**src/rtl/nanorv32_exit_monitor_pkg.sv**
```systemverilog
// Shared definitions for the nanorv32 exit monitor.
//   - mon_state_e : test status / FSM state encodings (RUN..TIMEOUT)
//   - con_entry_t : console FIFO entry {chan, data}
package nanorv32_exit_monitor_pkg;

  localparam int MON_STATUS_W = 3;
  localparam int CON_ENTRY_W  = 12;

  typedef enum logic [MON_STATUS_W-1:0] {
    MON_RUN     = 3'd0,
    MON_PASS    = 3'd1,
    MON_FAIL    = 3'd2,
    MON_UNKNOWN = 3'd3,
    MON_ILLEGAL = 3'd4,
    MON_TIMEOUT = 3'd5
  } mon_state_e;

  typedef struct packed {
    logic [3:0] chan;
    logic [7:0] data;
  } con_entry_t;

endpackage

```
**src/rtl/nanorv32_exit_monitor_sync_fifo.sv**
```systemverilog
// nanorv32_sync_fifo: first-word-fall-through synchronous FIFO.
// Ports:
//   clk, rst_n          : clock, synchronous active-low reset
//   push_i, data_i      : write request / data (ignored when full unless popping)
//   pop_i               : consume head (ignored when empty)
//   data_o              : head entry, zero while empty
//   full_o, empty_o     : occupancy flags
//   count_o             : number of stored entries
module nanorv32_sync_fifo #(
  parameter  int unsigned WIDTH = 12,
  parameter  int unsigned DEPTH = 16,
  localparam int unsigned AW    = $clog2(DEPTH)
) (
  input  logic             clk,
  input  logic             rst_n,
  input  logic             push_i,
  input  logic [WIDTH-1:0] data_i,
  input  logic             pop_i,
  output logic [WIDTH-1:0] data_o,
  output logic             full_o,
  output logic             empty_o,
  output logic [AW:0]      count_o
);

  logic [WIDTH-1:0] mem [DEPTH];
  logic [AW-1:0]    wr_ptr_q, rd_ptr_q;
  logic [AW:0]      count_q;
  logic             wr_en, rd_en;

  assign full_o  = (count_q == (AW+1)'(DEPTH));
  assign empty_o = (count_q == '0);
  assign count_o = count_q;

  // A full FIFO still accepts a write when the head leaves in the same cycle.
  assign rd_en = pop_i && !empty_o;
  assign wr_en = push_i && (!full_o || rd_en);

  // Gate the head so stale storage never shows up on the outputs.
  assign data_o = empty_o ? '0 : mem[rd_ptr_q];

  // Pointers are exactly AW bits wide, so they wrap modulo DEPTH for free.
  always_ff @(posedge clk) begin
    if (!rst_n) begin
      wr_ptr_q <= '0;
      rd_ptr_q <= '0;
      count_q  <= '0;
    end else begin
      if (wr_en) wr_ptr_q <= wr_ptr_q + 1'b1;
      if (rd_en) rd_ptr_q <= rd_ptr_q + 1'b1;
      case ({wr_en, rd_en})
        2'b10:   count_q <= count_q + 1'b1;
        2'b01:   count_q <= count_q - 1'b1;
        default: count_q <= count_q;
      endcase
    end
  end

  always_ff @(posedge clk) begin
    if (wr_en) mem[wr_ptr_q] <= data_i;
  end

endmodule

```
**src/rtl/nanorv32_exit_monitor.sv**
```systemverilog
// nanorv32_exit_monitor: watches retired instructions and latches the final
// test status; captures console characters into a FWFT FIFO.
// Ports:
//   clk, rst_n                 : clock, synchronous active-low reset
//   inst_ret, pc, a0           : retire strobe, retired pc, x10 at retire
//   illegal_instruction        : decoder illegal flag (any cycle)
//   done, status, cycles       : sticky finish flag, result code, cycle count
//   con_valid/ready/data/chan  : console FIFO head handshake
//   con_eol                    : head character is newline
//   con_overflow               : sticky dropped-character flag
//   drained                    : done and console FIFO empty
module nanorv32_exit_monitor
  import nanorv32_exit_monitor_pkg::*;
#(
  parameter int unsigned       ADDR_W         = 32,
  parameter int unsigned       DATA_W         = 32,
  parameter logic [ADDR_W-1:0] EXIT_PC        = 32'h0000_0100,
  parameter logic [DATA_W-1:0] PASS_MAGIC     = 32'hCAFF_E000,
  parameter logic [DATA_W-1:0] FAIL_MAGIC     = 32'hDEAD_0000,
  parameter logic [ADDR_W-1:0] CON_PC         = 32'h0000_0088,
  parameter int unsigned       NUM_CHAN       = 2,
  parameter int unsigned       FIFO_DEPTH     = 16,
  parameter int unsigned       TIMEOUT_CYCLES = 10_000_000,
  parameter int unsigned       CNT_W          = 32
) (
  input  logic                    clk,
  input  logic                    rst_n,
  input  logic                    inst_ret,
  input  logic [ADDR_W-1:0]       pc,
  input  logic [DATA_W-1:0]       a0,
  input  logic                    illegal_instruction,
  output logic                    done,
  output logic [MON_STATUS_W-1:0] status,
  output logic [CNT_W-1:0]        cycles,
  output logic                    con_valid,
  input  logic                    con_ready,
  output logic [7:0]              con_data,
  output logic [3:0]              con_chan,
  output logic                    con_eol,
  output logic                    con_overflow,
  output logic                    drained
);

  localparam logic [CNT_W-1:0]  TO_LAST = CNT_W'(TIMEOUT_CYCLES - 1);
  // One extra bit so the region end cannot wrap at the top of the address map.
  localparam logic [ADDR_W:0]   CON_LO  = {1'b0, CON_PC};
  localparam logic [ADDR_W:0]   CON_HI  = CON_LO + (ADDR_W+1)'(4 * NUM_CHAN);

  mon_state_e       state_q, state_d;
  logic [CNT_W-1:0] cycles_q, cycles_d;
  logic             ovf_q, ovf_d;

  logic             is_exit, is_con, con_push;
  logic [ADDR_W:0]  pc_ext;
  logic [ADDR_W-1:0] con_off;
  con_entry_t       push_entry, head_entry;
  logic             fifo_full, fifo_empty;
  logic [$clog2(FIFO_DEPTH):0] fifo_count;

  assign pc_ext  = {1'b0, pc};
  assign con_off = pc - CON_PC;
  assign is_exit = inst_ret && (pc == EXIT_PC);
  assign is_con  = inst_ret && (pc_ext >= CON_LO) && (pc_ext < CON_HI) &&
                   (pc[1:0] == CON_PC[1:0]);
  // Exit wins if the console window happens to cover EXIT_PC.
  assign con_push = (state_q == MON_RUN) && is_con && !is_exit;

  assign push_entry.chan = 4'(con_off >> 2);
  assign push_entry.data = a0[7:0];

  // Next-state: illegal > exit retire > timeout.
  always_comb begin
    state_d = state_q;
    if (state_q == MON_RUN) begin
      if (illegal_instruction)
        state_d = MON_ILLEGAL;
      else if (is_exit) begin
        if (a0 == PASS_MAGIC)      state_d = MON_PASS;
        else if (a0 == FAIL_MAGIC) state_d = MON_FAIL;
        else                       state_d = MON_UNKNOWN;
      end else if ((TIMEOUT_CYCLES != 0) && (cycles_q == TO_LAST))
        state_d = MON_TIMEOUT;
    end
  end

  // Counter stops on the terminal transition itself and saturates at all-ones.
  always_comb begin
    cycles_d = cycles_q;
    if ((state_q == MON_RUN) && (state_d == MON_RUN) && (cycles_q != '1))
      cycles_d = cycles_q + 1'b1;
  end

  // A full FIFO only drops the character when the head is not leaving too.
  always_comb begin
    ovf_d = ovf_q;
    if (con_push && fifo_full && !con_ready)
      ovf_d = 1'b1;
  end

  always_ff @(posedge clk) begin
    if (!rst_n) begin
      state_q  <= MON_RUN;
      cycles_q <= '0;
      ovf_q    <= 1'b0;
    end else begin
      state_q  <= state_d;
      cycles_q <= cycles_d;
      ovf_q    <= ovf_d;
    end
  end

  nanorv32_sync_fifo #(
    .WIDTH (CON_ENTRY_W),
    .DEPTH (FIFO_DEPTH)
  ) u_con_fifo (
    .clk     (clk),
    .rst_n   (rst_n),
    .push_i  (con_push),
    .data_i  (push_entry),
    .pop_i   (con_ready),
    .data_o  (head_entry),
    .full_o  (fifo_full),
    .empty_o (fifo_empty),
    .count_o (fifo_count)
  );

  assign done         = (state_q != MON_RUN);
  assign status       = state_q;
  assign cycles       = cycles_q;
  assign con_valid    = !fifo_empty;
  assign con_data     = head_entry.data;
  assign con_chan     = head_entry.chan;
  assign con_eol      = con_valid && (head_entry.data == 8'h0A);
  assign con_overflow = ovf_q;
  assign drained      = done && fifo_empty && (fifo_count == '0);

endmodule

```
**config.mk**
```make
export PLATFORM = sky130hd
export DESIGN_NAME = nanorv32_exit_monitor
export DESIGN_NICKNAME = d
export VERILOG_FILES = /design/src/rtl/nanorv32_exit_monitor_pkg.sv /design/src/rtl/nanorv32_exit_monitor_sync_fifo.sv /design/src/rtl/nanorv32_exit_monitor.sv
export SDC_FILE = /design/constraint.sdc
export NUM_CORES = 1
export LEC_CHECK = 0
export CORE_MARGIN = 1
export CORE_UTILIZATION = 49
export DETAILED_ROUTE_END_ITERATION = 6
export PLACE_DENSITY = 0.72
export REMOVE_ABC_BUFFERS = 1
export SKIP_CTS_REPAIR_TIMING = 1
export SYNTH_ARGS = -nofsm -noshare
export SYNTH_HDL_FRONTEND = slang
export SYNTH_SLANG_ARGS = --single-unit
```
**constraint.sdc**
```tcl
create_clock -name clk -period 11.89 [get_ports clk]
set_input_delay 2.378 -clock clk [delete_from_list [all_inputs] [get_ports clk]]
set_output_delay 2.378 -clock clk [all_outputs]
set_load 0.02 [all_outputs]
```
Word-level counts from Yosys, hierarchy flattened. Memory sizes are Yosys's and may differ from the RTL's. A register that Yosys moved wholly into a read port is not among the register bits. Index checks and enable logic that the tools add are counted.

Register bits: 49. Bits in latches: 0. RAM bits: 192. Bits in read-only memories: 0. Input port bits: 69. Output and inout bits: 52. Logic and storage cells: 62. Memories: 1.

Memory list: u_con_fifo.mem (words 16, width 12, rd ports 1, clocked after Yosys merged registers in 1, wr ports 1, line nanorv32_exit_monitor_sync_fifo.sv:25) `logic [WIDTH-1:0] mem [DEPTH];`.

Add/sub/neg operators: 6. Multiply operators: 0. Divide/modulo/power cells: 0. Order comparisons: 2. Equality and inequality tests: 9. Shifts and indexed selects: 0. Multiplexer cells: 12. Bitwise operators: 0. Reduce and logical (&&, ||, !) cells: 26.

Operators with widths (number): 32-bit equality test, second input constant (2); 32-bit by 1-bit adder with 32-bit output, second input constant (1); 32-bit by 24-bit equality test with 1-bit output, second input constant (1); 32-bit by 9-bit equality test with 1-bit output, second input constant (1); 32-bit by 8-bit >= comparator with 1-bit output, second input constant (1); 32-bit by 8-bit less-than comparator with 1-bit output, second input constant (1); 32-bit != test, second input constant (1); 1-bit logical AND (15); 12-bit two-way mux (1); 3-bit two-way mux (4); 5-bit case mux with 2 select lines (1); 4-bit by 1-bit adder with 4-bit output, second input constant (2); 8-bit by 4-bit equality test with 1-bit output, second input constant (1); 4-bit two-way mux (2); 3-bit zero test (2); 6-bit by 4-bit subtractor with 6-bit output, second input constant (1); 5-bit by 1-bit adder with 5-bit output, second input constant (1); 5-bit equality test, second input constant (1); 5-bit zero test (1); 5-bit by 1-bit subtractor with 5-bit output, second input constant (1); 1-bit zero test (4); 1-bit two-way mux (3); 3-bit nonzero test (1); 2-bit by 1-bit equality test with 1-bit output, second input constant (1); other kinds (5) (5).

Longest topological paths before layout.
Word-level depth: 9. Gate-level depth with buffers: 16. Gate-level depth less buffers: 14.

Modules after synthesis. A second synthesis with hierarchy kept.

Cell total of the unflattened synthesis: 705. Area, all modules: 10558.9 sq um.

Modules (own cells, without submodules): nanorv32_sync_fifo (times used 1, cells each 434, area an instance 8413.1 sq um, seq. area each 6105.9 sq um); nanorv32_exit_monitor (times used 1, cells each 271, area an instance 2145.8 sq um, seq. area each 720.7 sq um).

Worst setup path after synthesis. OpenSTA, ideal clock, no wires.

Path kind: input to register. Start point: input pc[17]. End point: register u_con_fifo.count_q[4] (netlist: u_con_fifo.count_o[4]). Setup time: 0.070 ns. Data arrival time: 5.319 ns. Data required time: 11.820 ns. Slack: 6.501 ns. Stages on the path: 16. Buffers on the path: 2. Cell sequence: nor4b_1 -> nand4_1 -> nor3_1 -> and2_1 -> clkbuf_1 -> inv_1 -> ha_1 -> clkbuf_1 -> xor2_1 -> ha_1 -> o21a_1 -> o22a_1 -> a21oi_1 -> xor2_1 -> or3_1 -> a21oi_1.

Cells in the longest elaborated chain, start to end: 9. Elaborated cells between the ends (all ways): 15. Those cells by class: 2 x order compare; 3 x eq/ne; 1 x mux; 9 x reduce/logical.

Ends and longest elaborated chain: start, declared (line nanorv32_exit_monitor.sv:29) `input logic [ADDR_W-1:0] pc,`; 32-bit by 8-bit >= comparator with 1-bit output (line nanorv32_exit_monitor.sv:63) `assign is_con = inst_ret && (pc_ext >= CON_LO) && (pc_ext < CON_HI) &&`; 1-bit logical AND (3 in a row) (line nanorv32_exit_monitor.sv:63); 1-bit logical AND (line nanorv32_exit_monitor.sv:66) `assign con_push = (state_q == MON_RUN) && is_con && !is_exit;`; 1-bit logical AND (*) (line nanorv32_exit_monitor.sv:66); 1-bit logical AND (*) (line nanorv32_exit_monitor_sync_fifo.sv:36) `assign wr_en = push_i && (!full_o || rd_en);`; 2-bit by 1-bit equality test with 1-bit output or 2-bit equality test (tied branches) (line nanorv32_exit_monitor_sync_fifo.sv:50) `case ({wr_en, rd_en})`; 5-bit case mux with 2 select lines or 2-bit nonzero test (tied branches); end signal, assigned (line nanorv32_exit_monitor_sync_fifo.sv:51) `2'b10: count_q <= count_q + 1'b1;`; end signal, assigned (line nanorv32_exit_monitor_sync_fifo.sv:52) `2'b01: count_q <= count_q - 1'b1;`; end signal, assigned (line nanorv32_exit_monitor_sync_fifo.sv:53) `default: count_q <= count_q;`; end, declared (line nanorv32_exit_monitor_sync_fifo.sv:27) `logic [AW:0] count_q;`.

Every way passes the cells marked *; elsewhere a longest branch is shown, timed or not. A chain may end at the register's enable or synchronous reset.

==> implementation parameters <==
Parameter                              Value

Clock tree
  # H-tree levels    1
  CTS tree    done
  Clock slew at reported path FFs    0.06 ns
  Number of clock sinks seen by CTS    245
  Number of buffers on the longest clock path    3
  Skew-Pair Late Insertion Delay    0.54 ns
  Cts bufs inserted    25
  Root Driver    clkbuf_16

Synth
  Proportion of synthesized chip area in sequential cells    0.653
  Xor-xnor portion of the synthesized cell area    0.0151
  Share of the synthesized area in compound gates (AO/OA/AOI/OAI)    0.0430
  Async set or reset register ratio after synthesis    0
  Ys flop type    edfxtp_1
  Number of warnings reported in the yosys synthesis log    0
  Cell types occupying the most area after synthesis    edfxtp_1, mux4_2, dfxtp_1, a21oi_1, nor2_1
  Synth Area per Inst    15.4 um2
  Number of standard cells after synthesis    681
  Post-Synth Simple-Gate Area    0.123
  Number of unique standard cell types used by synthesis    53
  Leading area contributor after synthesis    edfxtp_1
  Post-synthesis sequential element count    245
  Synthesized cell area    10500 um2
  Share of the synthesized area in the top cell type    0.551
  Adder-cell share of the synthesized area    0.0132
  Fraction of synthesized area in multiplexers    0.133
  Dominant combinational cell family by area after synthesis    multiplexers
  Number of enable flip-flop cells after synthesis    192

Detailed routing
  Router iterations before antenna repair    4
  Number of vias in the routed layout    6700
  Via/cell ratio    6.06
  Mean routed wirelength per cell    22.4 um
  Number of DRC markers after the initial detailed-route iteration    473
  Detailed Route WL    24800 um
  Antenna-violating nets left    0
  DR DRC count    0

STA
  Worst Clk Skew    0.0196 ns
  Hold Violations, Final    0
  Unrepaired setup endpoints after global routing    false
  Worst-case setup margin in the final layout    5.64 ns
  Pin slew with the least headroom to its limit    1.39 ns
  Final TNS setup    0 ns
  Highest clock rate    160 MHz
  Number of setup violations in the final report    0
  Ratio of final minimum period to clock period    0.526
  Worst max-slew margin expressed relative to the limit    0.0668
  Number of pins exceeding their max-slew limit in the final report    0
  Shortest clock period the worst path allows after layout    6.25 ns

Worst setup path
  Arrival time worst endpoint    3.88 ns
  Critical Path End Type    primary output
  Cell type with the highest occurrence count on the critical path    mux4_2
  Startpoint Class    flop
  CP max stage cell    dfxtp_4
  Largest stage delay, worst path    0.97 ns
  Capture point of the worst reg-to-reg path    u_con_fifo.count_o[4]
  Ordered cell list for the critical path    mux4_2 -> mux4_2 -> nor4_1 -> and4_1 -> clkdlybuf4s50_1
  Top fanout value on the critical path    48
  Cells on worst reg2reg path    13
  Register-to-register setup slack    7.99 ns
  Crit Reg-Reg Startpoint    u_con_fifo.count_o[1]
  CP Data Required Time    9.51 ns
  Startpoint-to-endpoint class of the critical path    reg2out

Global routing
  GRT Resource Usage Total    0.227
  First-pass GRT wire length    37700 um
  Number of global-route vias before repair    6810
  Maximum number of pins on one net before global-route repair    49
  Overall overflow remaining after global route    0
  Antenna violations before repair    0

Die
  Die extent in x    148 um
  Total Die Area    21900 um2
  Vert. Die Dim    148 um
  Number of top-level design ports    121
  Core Area    21000 um2
  Initial core utilization    0.499
  Num rows    53

Power
  Cell Pwr Density    134 nW/um2
  Total power draw    1720 uW
  Leakage power of the design    0.00402 uW
  Largest voltage drop on the vdd net    0.0934 mV

Min path
  Number of cells traversed by the worst hold path    1
  HP Start    con_overflow
  Endpoint of the worst hold-timing path    con_overflow
  Worst hold path type    reg2reg

Placed design
  Count of port buffers added during placement    120
  Worst slack after detailed placement    5.90 ns
  DP Wirelength    15500 um
  Routability-driven placement congestion ratio    0.933
  Placed cell count    1060

Layout
  Final nets    892
  P&R area growth vs syn    22.2%
  N_diodes    0
  Count of non-filler cells in the finished layout    1105
  Share of the core filled with cells    0.610
  Fraction of final layout cells with drive strength greater than 1    0.158

Run
  Maximum capacitance violations    0

Run status
  Result of the run    finished clean
cell usage after synthesis, types with 6 or more instances:
library cell,count
or3_1,11
nand3_1,16
nand4_1,13
xnor2_1,8
nor4_1,21
o21ai_0,14
or4_1,11
ha_1,11
a21oi_1,31
buf_2,9
and3_1,6
nand4b_1,7
mux4_2,58
nand2_1,32
nand2b_1,8
and2_1,15
xor2_1,10
edfxtp_1,192
clkbuf_1,21
nor2_1,41
nor3_1,13
inv_1,12
mux2i_1,8
dfxtp_1,53
o31ai_1,10
how the worst max path moves through the flow:
stage | cells after the start | from | end
6_report | 5 | flop | con_eol
5_1_grt | 5 | flop | con_eol
4_1_cts | 5 | flop | con_eol
3_5_place_dp | 15 | pc[4] | u_con_fifo.count_o[4]
3_3_place_gp | 15 | pc[4] | u_con_fifo.count_o[4]
2_1_floorplan | 5 | flop | con_eol
sequential cells by signal (all words and copies together) (netlist names), named ones only:
signal               flops
status                   3
cycles                  32
u_con_fifo.count_o       5
u_con_fifo.mem         192
con_overflow             1
u_con_fifo.rd_ptr_q      4
u_con_fifo.wr_ptr_q      4
report_power, final:
group	leakage [uW]	switching, uW	internal, uW	total [uW]
Combinational	0.00148	26.6	26.1	52.8
Clock	0.000377	322	415	737
Sequential	0.00215	1.22	925	926
Total	0.00402	350	1370	1720
area by class of cell:
type | instances | area (um2)
flip-flops and latches | 245 | 6830
repair buffers | 138 | 1340
multi-input cells | 389 | 3440
inverters | 13 | 48.8
clock buffers | 28 | 647
clock inverters | 17 | 126
well taps | 275 | 344
fillers | 1591 | 8180
per-stage QoR:
stage	area (um2)	hold slack [ns]
2_1_floorplan	10300	0.472
3_3_place_gp	12000	0.456
3_5_place_dp	12000	0.461
4_1_cts	12800	0.481
5_1_grt	12800	0.495
6_report	12800	0.475
metal layers:
layer  wire, um  part of all wire  up-vias  global-route usage
met2      12700              0.51      258               0.400
met4        526             0.021        0              0.0644
met5          0                 0        -                   0
met1      10200              0.41     3435               0.297
met3       1380             0.055       44              0.0298
li1           -                 -     2963                   -
critical path, delay by kind of cell, from the launching register on:
family / cells / cell delay [ns]
multiplexers: 2 / 1.10
flip-flops: 1 / 0.97
AND/OR/NAND/NOR: 2 / 0.62
buffers and inverters: 1 / 0.60
cell usage in the layout, fill, tap and decap left out, types with 3 or more instances in the layout:
master	synthesis	layout
edfxtp_1	192	192
clkdlybuf4s50_1	0	120
mux4_2	58	58
dfxtp_1	53	51
nor2_1	41	39
nand2_1	32	32
a21oi_1	31	31
clkbuf_16	0	25
nor4_1	21	21
buf_4	2	18
nand3_1	16	16
and2_1	15	15
o21ai_0	14	14
nand4_1	13	13
inv_1	12	12
or3_1	11	11
or4_1	11	11
ha_1	11	11
xor2_1	10	10
o31ai_1	10	10
nor3_1	13	9
mux2i_1	8	8
nand2b_1	8	8
xnor2_1	8	8
nand4b_1	7	7
clkinv_2	0	7
clkinv_1	1	6
and3_1	6	6
a211oi_1	5	5
nor4b_1	5	5
nor3_2	1	5
and4_1	5	5
nor2b_1	3	3
nand3b_1	3	3
o21a_1	3	3
clkinvlp_4	0	3
kinds of logic (layout without fill, tap and decap cells):
group                      after synthesis  count (layout)
AOI/OAI and AO/OA                       74              74
xor gates and xnor gates                18              18
buffers and inverters                   47             196
and+or+nand+nor                        220             220
adders and majority gates               11              11
DFF                                    245             245
muxes                                   66              66
(Power assumes the default switching activity.)
